--- config.mk ---
export PLATFORM = sky130hd
export DESIGN_NAME = buffer_1clk
export DESIGN_NICKNAME = d
export VERILOG_FILES = /design/src/rtl/buffer_1clk.sv
export SDC_FILE = /design/constraint.sdc
export NUM_CORES = 1
export LEC_CHECK = 0
export CORE_ASPECT_RATIO = 0.75
export CORE_MARGIN = 2
export CORE_UTILIZATION = 40
export CTS_BUF_LIST = sky130_fd_sc_hd__clkbuf_8
export CTS_CLUSTER_DIAMETER = 50
export DETAILED_ROUTE_END_ITERATION = 16
export GPL_TIMING_DRIVEN = 0
export PLACE_DENSITY_LB_ADDON = 0.08
export SETUP_SLACK_MARGIN = 0.5
export SYNTH_ARGS = -nofsm -noshare
export SYNTH_HDL_FRONTEND = slang
export SYNTH_SLANG_ARGS = --single-unit
--- constraint.sdc ---
create_clock -name clk -period 3.8 [get_ports clk]
set_input_delay 0.76 -clock clk [delete_from_list [all_inputs] [get_ports clk]]
set_output_delay 0.76 -clock clk [all_outputs]
set_load 0.005 [all_outputs]
--- src/rtl/buffer_1clk.sv ---
// Single-clock elastic FIFO between avail/ready producer and consumer.
// Arbitrary depth, optional registered output stage, sync flush, level and threshold flags.
module buffer_1clk #(
  parameter int WIDTH         = 8,
  parameter int DEPTH         = 4,
  parameter int OUT_REG       = 0,
  parameter int AFULL_THRESH  = DEPTH - 1,
  parameter int AEMPTY_THRESH = 1,
  localparam int CAP          = DEPTH + OUT_REG,
  localparam int LW           = $clog2(CAP + 1)
) (
  input  logic             clk,
  input  logic             rst,
  input  logic [WIDTH-1:0] wdata_in,
  input  logic             wavail_in,
  output logic             wready_in,
  output logic [WIDTH-1:0] rdata_out,
  output logic             ravail_out,
  input  logic             rready_out,
  input  logic             flush,
  output logic [LW-1:0]    level,
  output logic             almost_full,
  output logic             almost_empty
);

  localparam int              PW    = (DEPTH > 1) ? $clog2(DEPTH) : 1;
  localparam logic [31:0]     AF_T  = 32'(AFULL_THRESH);
  localparam logic [31:0]     AE_T  = 32'(AEMPTY_THRESH);
  localparam logic [LW-1:0]   CAP_L = LW'(CAP);

  logic [WIDTH-1:0] mem [DEPTH];
  logic [PW-1:0]    wptr;
  logic             wr_fire;
  logic             rd_fire;
  logic [LW-1:0]    level_next;

  // Pointers wrap explicitly so any DEPTH works, not only powers of two.
  function automatic logic [PW-1:0] ptr_inc(input logic [PW-1:0] p);
    return (p == PW'(DEPTH - 1)) ? '0 : p + 1'b1;
  endfunction

  // Acceptance depends only on registered occupancy; reset holds it low.
  assign wready_in = rst & (level < CAP_L);
  assign wr_fire   = wavail_in & wready_in & ~flush;
  assign rd_fire   = ravail_out & rready_out & ~flush;

  // NOTE: the storage array is deliberately left unreset; valid data is tracked
  // by the pointers and level alone, so clearing it would only cost reset fanout.
  always_ff @(posedge clk) begin
    if (wr_fire) mem[wptr] <= wdata_in;
  end

  // NOTE: state is updated with non-blocking assignments so every register
  // samples the values from before the edge, independent of statement order.
  always_ff @(posedge clk or negedge rst) begin
    if (!rst)       wptr <= '0;
    else if (flush) wptr <= '0;
    else if (wr_fire) wptr <= ptr_inc(wptr);
  end

  // Level and both flags come from the same next-state value, so they never disagree.
  always_ff @(posedge clk or negedge rst) begin
    if (!rst) begin
      level        <= '0;
      almost_full  <= 1'b0;
      almost_empty <= 1'b1;
    end else begin
      level        <= level_next;
      almost_full  <= (32'(level_next) >= AF_T);
      almost_empty <= (32'(level_next) <= AE_T);
    end
  end

  if (OUT_REG != 0) begin : g_out_reg
    logic [PW-1:0]    rptr;
    logic [LW-1:0]    ram_count;
    logic [LW-1:0]    ram_next;
    logic             out_valid;
    logic             out_valid_next;
    logic             refill;
    logic [WIDTH-1:0] out_data;

    // The output stage loads from RAM only; a word written this cycle is not yet eligible.
    assign refill = (~out_valid | rd_fire) & (ram_count != '0) & ~flush;

    // NOTE: every signal driven here gets a default first, so no path leaves
    // it unassigned and no latch is inferred.
    always_comb begin
      ram_next       = ram_count;
      out_valid_next = out_valid;
      if (flush) begin
        ram_next       = '0;
        out_valid_next = 1'b0;
      end else begin
        ram_next = ram_count + LW'(wr_fire) - LW'(refill);
        if (refill)       out_valid_next = 1'b1;
        else if (rd_fire) out_valid_next = 1'b0;
      end
    end

    assign level_next = ram_next + LW'(out_valid_next);

    always_ff @(posedge clk or negedge rst) begin
      if (!rst) begin
        rptr      <= '0;
        ram_count <= '0;
        out_valid <= 1'b0;
        out_data  <= '0;
      end else if (flush) begin
        rptr      <= '0;
        ram_count <= '0;
        out_valid <= 1'b0;
        out_data  <= '0;
      end else begin
        ram_count <= ram_next;
        out_valid <= out_valid_next;
        if (refill) begin
          out_data <= mem[rptr];
          rptr     <= ptr_inc(rptr);
        end
      end
    end

    assign rdata_out  = out_data;
    assign ravail_out = out_valid;
  end else begin : g_fwft
    logic [PW-1:0] rptr;

    always_ff @(posedge clk or negedge rst) begin
      if (!rst)         rptr <= '0;
      else if (flush)   rptr <= '0;
      else if (rd_fire) rptr <= ptr_inc(rptr);
    end

    // First-word-fall-through: head entry is presented straight from the array.
    assign rdata_out  = mem[rptr];
    assign ravail_out = (level != '0);
    assign level_next = flush ? '0 : (level + LW'(wr_fire) - LW'(rd_fire));
  end

  level_in_range: assert property (@(posedge clk) disable iff (!rst) level <= CAP_L);

endmodule
==> results of run 1 <==
final cells by class:
class | count | area [µm²]
Tap cell | 55 | 68.82
Sequential cell | 41 | 1187
Clock buffer | 5 | 68.82
Multi-Input combinational cell | 41 | 459.2
Inverter | 5 | 18.77
Fill cell | 328 | 1917
Clock inverter | 3 | 37.54
Buffer | 3 | 12.51
Timing Repair Buffer | 26 | 259.0
synthesized netlist by cell type:
master	n	area share, %
a21o_1	1	0.45
a21oi_1	1	0.30
and2_1	4	1.5
and2b_1	1	0.45
buf_2	1	0.30
clkbuf_1	2	0.45
dfrtp_1	8	12
dfstp_2	1	1.6
edfxtp_1	32	57
fa_1	1	1.2
ha_1	7	5.2
inv_1	5	1.1
mux2i_1	2	1.2
mux4_2	8	11
nand2_1	1	0.22
nand3b_1	1	0.45
nor2_1	7	1.6
nor2_2	1	0.37
nor2b_1	1	0.37
o31ai_2	1	0.75
or3_1	2	0.75
xnor2_1	1	0.52
xnor3_1	1	1.3
critical path: cells and delay by family:
| kind | cells | cell delay (ps) |
|---|---|---|
| AO/OA/AOI/OAI | 1 | 170 |
| XOR/XNOR | 1 | 230 |
| adder cells (fa/ha/maj) | 3 | 770 |
| buffers and inverters | 4 | 680 |
| AND/OR/NAND/NOR | 3 | 550 |
routing by layer:
layer	part of all wire (%)	track usage (%)	vias to the layer above	routed length, µm
met3	4.0	4.079	7	106
met5	0	0	-	0
met1	52	17.81	421	1361
li1	-	-	398	-
met4	2.4	7.519	0	64
met2	42	17.70	21	1103
stage by stage:
stage | setup WS, ps | instances | cell area, µm²
2_1_floorplan | 1267 | 90 | 1678
3_3_place_gp | 237.8 | 171 | 2007
3_5_place_dp | 202.7 | 171 | 2007
4_1_cts | 771.8 | 179 | 2112
5_1_grt | 569.6 | 179 | 2112
6_report | 819.0 | 179 | 2112
layout by cell type (no fill, tap or decap):
cell             count
bufinv_16            1
dfrtp_1              8
nor2_1               7
xnor3_1              1
dlygate4sd2_1        1
mux2i_1              2
nor2b_1              1
dfstp_2              1
a21oi_1              1
edfxtp_1            32
or3_1                2
nor2_2               1
and2b_1              1
o31ai_2              1
mux4_2               8
buf_2                1
nand2_1              1
clkinv_1             1
clkbuf_1             2
a21o_1               1
xnor2_1              1
fa_1                 1
clkbuf_8             5
nand3b_1             1
ha_1                 7
clkdlybuf4s50_1     25
and2_1               4
inv_1                6
report_power, final:
group          internal, mW  leakage [nW]  total (mW)  switching, mW
combinational         0.189         0.316       0.303          0.114
sequential            0.520         0.408       0.543         0.0236
clock                 0.191        0.0570       0.328          0.137
sequential cells by signal (all words and copies together) (netlist names):
name / flops
wptr: 2
g_fwft.rptr: 2
almost_empty: 1
almost_full: 1
level: 3
mem: 32
timing repair:
action,in CTS,in global routing
endpoints found under the setup margin,1,0
hold endpoints to repair,0,0
resized for setup,1,0
logic make-up after synthesis:
logic type	after synthesis
AND/OR/NAND/NOR	18
multiplexers	10
adder cells (fa/ha/maj)	8
AO/OA/AOI/OAI	3
flip-flops	41
XOR/XNOR	2
buffers and inverters	8
final timing paths:
| check | end | slack [ps] | depth (start not counted) | from |
|---|---|---|---|---|
| worst max-delay path | almost_full | 820 | 12 | rst |
| worst min-delay path | g_fwft.rptr[1] | 530 | 1 | rst |
| worst max register to register | almost_full | 1310 | 11 | level[2] |
| worst min register to register | wptr[1] | 610 | 2 | wptr[1] |
| max in group asynchronous | almost_empty | 2930 | 1 | rst |
| min in group clk | wptr[1] | 610 | 2 | wptr[1] |
==> metrics, run 1 <==
clock buffer depth 2; core area ~0.004 mm²; max-slew violations 0; CP startpoint kind input pin; total CTS buffers 5; Pwr Total between 1 and 1.5 mW; crit path max fanout 11; DRC errors left 0; # nets final ~140; Yosys warning count 0; WP data arrival roughly 3200 ps; Routed WL per cell between 10 and 15 µm; syn_nets 111; starting density of the core roughly two fifths; Adder-Cell Fraction of Synth Area roughly 6.4%; Slew HR roughly 63%; Crit. End Element flip-flop; CP peak stage delay about 500 ps; P&R area growth vs syn 25.88%; Die W around 79 µm; Via density 4.732; Yosys reg bits 41; max cap viols 0; initial antenna violation count 0; half-perimeter wire length after placement 1824 µm; setup bufs post-CTS 0; Top cell by count, worst path inv_1; CTS root buf clkbuf_8; Worst-path clk slew roughly 70 ps; Worst VDD drop around 210 µV; slowest cell on the critical path dlygate4sd2_1; htree depth 2; vias in the first global route ~820; worst hold path type input pin to async pin; fmax around 340 MHz; gate count of the mapped netlist 90; via count approximately 850; Total GRT Usage roughly an eighth; die height between 60 and 70 µm; global-route wire length before repair a little over 4000 µm; Fin Setup TNS 0 ps; CTS sink cnt 41; min Tclk post-route between 2000 and 3000 ps; Synth Area in XOR/XNOR between 1.5 and 2%; FP Rows 20; ANT cells 0; Worst-Margin Slew ~550 ps; PortBufs 26; Worst EP required 3980 ps; share of layout cells above drive strength 1 14.52%; cell breakdown of the critical path dlygate4sd2_1 -> nand3b_1 -> nor2_1 -> inv_1 -> ha_1 -> inv_1 -> ha_1 -> inv_1 -> fa_1 -> xnor3_1 -> nor2_2 -> a21o_1; mean cell area of the mapped netlist between 15 and 20 µm²; leakage power ~0.8 nW; GPL Wtd Cong ~0.70; post-synthesis sequential area ratio 70.77%; largest family of logic cells by synthesized area multiplexers; final wirelength roughly 2600 µm; DIE AREA roughly 0.0047 mm²; mux cell area share after synthesis between 10% and 20%; Pwr Density between 500 and 600 mW/mm²; fin crit share around four fifths; critical path class input pin to flip-flop; number of antenna-violating nets in the routed design 0; post-synthesis simple-gate area fraction 5.667%; endpoints failing setup 0; remaining global-route overflow 0; Hold WS about 530 ps; Clock Latency Late Sink 290 ps; clk_skew 3.885 ps; Hold Buf Count CTS 0; CTS tree yes; largest net degree at the start of global routing 13; Distinct cells, synth 23; Post-Syn Area 0.001678 mm²; # IOs 28; Compound-Gate Fraction of Synth Area 1.491%; status finished clean; RSZ-0062 raised after global routing false; Starting DRT DRC Count 69; endpoints failing hold 0; final core occ approximately 52%; router iterations before antenna repair 4
No activity file was read; power rests on OpenSTA's default activity.
==> run 2, diff against run 1 <==
clock period = 2.5 ns   (was 3.8 ns; I/O delays follow)
==> run 2 against run 1 <==
Compared with the run above:
- die area unchanged
- via count grew 16%
- combinational power is 120% higher
- count of clock-buffer cells in the layout unchanged
- wire length is 24% higher
- worst hold slack lost 460 ps
- cell count grew 16%
- setup slack worse by 550 ps
- sequential power up 53%
- critical endpoint unchanged
- largest power group unchanged
- highest routed layer unchanged
==> metrics, run 2 (same netlist as run 1, synthesis figures left out) <==
FP Rows 20 (unchanged); router iterations before antenna repair 4 (unchanged); Die W 78.79 µm (unchanged); met3 GRT Util 4.532% (+0.45 points); met2 Usage GRT 25.15% (+7.4 points); clk_skew 6.031 ps (+2.146 ps); max-slew violations 0 (unchanged); critical path class flip-flop to flip-flop; # nets final 172 (+19%); grt met1 use 19.96% (+2.2 points); Clock power frac 25.4% (-2.5 points); WP data arrival 2410 ps (-750 ps); final wirelength 3265 µm (+24%); number of flip-flops under the largest register name 32 (unchanged); Worst-path clk slew 80 ps (about the same); R2R Path Start level[2]; commonest non-fill, non-tap cells in the layout edfxtp_1, buf_6, clkdlybuf4s50_1, mux4_2; Via density 4.739 (+0.15%); Clock Latency Late Sink 290 ps (about the same); total CTS buffers 5 (unchanged); share of layout cells above drive strength 1 45.39% (+31 points); Most Crowded Layer GR met2; RSZ-0062 raised after global routing true; Starting DRT DRC Count 47 (-32%); Pwr Density 822.0 mW/mm² (+48%); P&R area growth vs syn 45.04%; Worst VDD drop 451.4 µV (+110%); vias in the first global route 1003 (+22%); worst hold path type input pin to async pin; endpoints failing setup 0 (unchanged); leakage power 0.9756 nW (+25%); Worst EP required 2680 ps (-1300 ps); ANT cells 0 (unchanged); Area after DPL 0.002016 mm² (+0.44%); Total GRT Usage 15.67% (+2.9 points); GPL Wtd Cong 0.6904 (-1.8%); htree depth 2 (unchanged); R2R setup slack 270 ps (-1040 ps); # IOs 28 (unchanged); Sequential Power Share 41.6% (-4.7 points); clock buffer depth 2 (unchanged); Hold WS 63.45 ps (-464.3 ps); max cap viols 0 (unchanged); core area 0.004029 mm² (unchanged); Int Pwr 1.516 mW (+69%); largest register by flop count mem; initial antenna violation count 0 (unchanged); starting density of the core 41.65% (unchanged); min Tclk post-route between 2000 and 2500 ps; global-route wire length before repair 5099 µm (+24%); r2r endpoint almost_full; DIE AREA 0.004734 mm² (unchanged); fin crit share approximately 90%; Slew HR 81.58% (+18 points); status finished clean; fmax 447.8 MHz; remaining global-route overflow 0 (unchanged); largest net degree at the start of global routing 14 (+1); half-perimeter wire length after placement 1919 µm (+5.2%); via count 981 (+16%); switch share 24.20% (+0.82 points); CTS root buf clkbuf_8; crit path max fanout 4 (-7); Crit. End Element flip-flop; number of antenna-violating nets in the routed design 0 (unchanged); Final Cell Area 0.002434 mm² (+15%); CTS tree yes; PortBufs 26 (unchanged); DRC errors left 0 (unchanged); Top Registers mem x32, level x3; combinational group share of total power 33.0% (+7.2 points); Reg2Reg Depth 11 (unchanged); Routed WL per cell 15.77 µm (+7.1%); switching pwr 484.2 µW (+76%); Worst-Margin Slew 276.3 ps (-274.0 ps); die height 60.09 µm (unchanged); endpoints failing hold 0 (unchanged); CTS sink cnt 41 (unchanged); final core occ 60.40% (+8.0 points); CP startpoint kind flip-flop; leading cell type in the layout, fill and taps excluded edfxtp_1
==> run 2: changes by cell type in the layout (fill, tap and decap cells not counted), sizes merged <==
cell,before,now
dlygate4sd2,1,3
buf,1,38
clkdlybuf4s15,0,1
clkdlybuf4s50,25,13
==> run 2: final cells by class <==
cell class                 count  area, µm²
fill                         306       1595
clock buffer                   5      68.82
timing repair buffer          54      529.3
buffer                         3      25.02
sequential                    41       1189
clock inverter                 3      38.79
inverter                       5      18.77
multi-input combinational     41      495.5
tap                           55      68.82
==> run 2: worst max path at each step <==
| stage | from | slack (ps) | cells past startpoint | end |
|---|---|---|---|---|
| floorplan | level[2] | 300 | 11 | almost_full |
| global placement | rst | -700 | 12 | almost_full |
| detailed placement | rst | -750 | 12 | almost_full |
| CTS | level[2] | 230 | 11 | almost_full |
| global route | level[2] | 110 | 11 | almost_full |
| finish | level[2] | 270 | 11 | almost_full |
==> run 2: worst max-delay path: stages (launching register included) <==
cell and delay, ps:
dfrtp_2 450, nand3b_1 210, nor2_2 150, inv_1 50, ha_1 260, inv_1 60
ha_2 160, inv_2 30, fa_2 320, xnor3_1 230, nor2_2 50, a21o_1 150
==> run 2: metrics by stage <==
step | power (mW) | setup WS [ps] | instances | setup TNS (ps)
final | 2.000 | 266.9 | 207 | 0
after global routing | 2.100 | 107.2 | 207 | 0
after CTS | 1.953 | 225.6 | 205 | 0
after detailed placement | 1.317 | -754.0 | 171 | -6938
after global placement | 1.308 | -700.5 | 171 | -6124
after floorplan | 1.093 | 303.2 | 90 | 0
==> run 2: layer usage <==
layer  vias to the layer above  share of wire, %
li1                        461                 -
met1                       493                43
met2                        20                52
met3                         7               3.6
met4                         0               1.2
met5                         -                 0
==> run 2: power groups by stage <==
| stage | registers, mW | logic (mW) | clock network [mW] |
|---|---|---|---|
| floorplan | 0.837 | 0.256 | 0 |
| global placement | 0.839 | 0.469 | 0 |
| detailed placement | 0.843 | 0.474 | 0 |
| CTS | 0.831 | 0.604 | 0.517 |
| global route | 0.840 | 0.711 | 0.549 |
| finish | 0.833 | 0.660 | 0.508 |
==> run 2: repair_timing <==
item                                    CTS  global route
hold buffers                              0             0
gates resized for setup                  61            21
gates cloned                              1             0
pin swaps                                 5             8
buffers inserted                         25             2
endpoints found under the setup margin   47            47
==> run 3, diff against run 2 <==
DONT_BUFFER_PORTS = 1   (was unset)
==> run 3 against run 2 <==
Compared with the run above:
- clock skew down 2.8 ps
- total power shrank 21%
- first-iteration DRC count is 19% lower
- critical path type unchanged
- critical endpoint unchanged
- largest cell class unchanged
- largest power group unchanged
==> metrics, run 3 (same netlist as run 1, synthesis figures left out) <==
status finished clean; WP data arrival 2480 ps (+70 ps); CTS tree yes; P&R area growth vs syn 17.60%; # nets final 128 (-26%); DRC errors left 0 (unchanged); Routed WL per cell 16.39 µm (+3.9%); area of the multi-input gates 485.5 µm² (-2.0%); CTS sink cnt 41 (unchanged); GPL Wtd Cong 0.7108 (+3.0%); filler cell count 344 (+12%); Crit. End Element flip-flop; final wirelength 2671 µm (-18%); fmax 434.8 MHz (-2.9%); htree depth 2 (unchanged); # IOs 28 (unchanged); crit path setup slack, layout 200.1 ps (-66.81 ps); RSZ-0062 raised after global routing true; Pwr Total 1.586 mW (-21%); remaining global-route overflow 0 (unchanged); largest register by flop count mem; max cap viols 0 (unchanged); via count 795 (-19%); CTS root buf clkbuf_8; total CTS buffers 5 (unchanged); Pwr Density 803.9 mW/mm² (-2.2%); ANT cells 0 (unchanged); Worst-Margin Slew 375.1 ps (+98.81 ps); DIE AREA 0.004734 mm² (unchanged); Starting DRT DRC Count 38 (-19%); crit path max fanout 6 (+2); Via density 4.877 (+2.9%); max-slew violations 0 (unchanged); clk_skew 3.182 ps (-2.850 ps); clock buffer depth 2 (unchanged); Worst EP required 2680 ps (about the same); router iterations before antenna repair 4 (unchanged); number of flip-flops under the largest register name 32 (unchanged); Die W 78.79 µm (unchanged); global-route wire length before repair 4243 µm (-17%); Slew HR 74.91% (-6.7 points); vias in the first global route 821 (-18%); PortBufs 0 (-100%); Worst VDD drop 370.6 µV (-18%); leading cell type in the layout, fill and taps excluded edfxtp_1; half-perimeter wire length after placement 1709 µm (-11%); endpoints failing setup 0 (unchanged); starting density of the core 41.65% (unchanged); Worst-path clk slew 80 ps (about the same); leakage power 0.7359 nW (-25%); FP Rows 20 (unchanged); commonest non-fill, non-tap cells in the layout edfxtp_1, mux4_2, buf_6, ha_1, dfrtp_1; die height 60.09 µm (unchanged); Total GRT Usage 13.24% (-2.4 points); share of layout cells above drive strength 1 36.11% (-9.3 points); Top Registers mem x32, level x3; CP startpoint kind flip-flop; fin crit share 92.00% (+2.7 points); Clock Latency Late Sink 290 ps (about the same); core area 0.004029 mm² (unchanged); register area 0.001189 mm² (unchanged); pre-CTS WS 96.98 ps (+851.0 ps); critical path class flip-flop to flip-flop; initial antenna violation count 0 (unchanged); worst hold path type input pin to async pin; endpoints failing hold 0 (unchanged); Fin Setup TNS 0 ps (unchanged); number of antenna-violating nets in the routed design 0 (unchanged); min Tclk post-route 2300 ps (+66.81 ps); largest net degree at the start of global routing 14 (unchanged)
[run 3: cell types whose count changed in the layout (fill, tap and decap cells not counted), moves of 3 or more]
| cell | previous run | this run |
|---|---|---|
| buf_2 | 7 | 0 |
| buf_4 | 7 | 2 |
| buf_6 | 22 | 8 |
| clkdlybuf4s50_1 | 13 | 0 |
| dlygate4sd2_1 | 3 | 0 |
[run 3: power by group]
| group | leakage [nW] | switching, mW | total [mW] | internal (mW) |
|---|---|---|---|---|
| Clock | 0.0439 | 0.218 | 0.410 | 0.192 |
| Sequential | 0.406 | 0.0461 | 0.837 | 0.791 |
| Combinational | 0.286 | 0.154 | 0.339 | 0.185 |
| Total | 0.736 | 0.418 | 1.59 | 1.17 |
[run 3: per-layer routing]
| layer | GRT usage (%) | vias up | wire length, µm |
|---|---|---|---|
| li1 | - | 368 | - |
| met1 | 16.23 | 395 | 1129 |
| met2 | 20.02 | 22 | 1266 |
| met3 | 5.589 | 10 | 208 |
| met4 | 7.519 | 0 | 66 |
| met5 | 0 | - | 0 |
[run 3: per-stage QoR]
step	instances	area [µm²]	util, %	hold slack [ps]
finish	163	1973	48.98	45.64
global route	163	1973	48.98	21.17
CTS	160	1911	47.42	33.75
detailed placement	145	1755	43.57	204.6
global placement	145	1755	43.57	204.6
floorplan	90	1687	-	204.4
[run 3: final cells by class]
type / instances / share of cell area (%)
Clock inverter: 3 / 0.8878
Timing Repair Buffer: 10 / 5.453
Tap cell: 55 / 3.488
Inverter: 5 / 0.9512
Buffer: 3 / 0.8878
Multi-Input combinational cell: 41 / 24.60
Clock buffer: 5 / 3.488
Sequential cell: 41 / 60.24
[run 3: final timing paths]
check                       startpoint      endpoint  slack, ps  cells past startpoint
setup / recovery              level[2]   almost_full        200                     11
hold / removal                     rst  almost_empty         50                      0
setup reg to reg              level[2]   almost_full        200                     11
hold reg to reg                wptr[1]       wptr[1]        620                      2
max in group asynchronous          rst      level[2]       1650                      1
min in group clk           wdata_in[0]     mem[0][0]        300                      0
[run 3: repair_timing]
item,CTS,global route
buffers inserted,6,3
pin swaps,2,4
gates resized for setup,4,16
hold buffers,1,0
endpoints found under the hold margin,8,0
setup endpoints to repair,12,36
[run 3: worst max-delay path, cell delays in order (launching register included)]
cell	delay (ps)
dfrtp_2	470
nand3b_1	270
nor2_2	150
inv_1	60
ha_1	260
inv_1	50
ha_1	120
inv_1	50
fa_2	320
xnor3_1	230
nor2_2	60
a21o_1	150
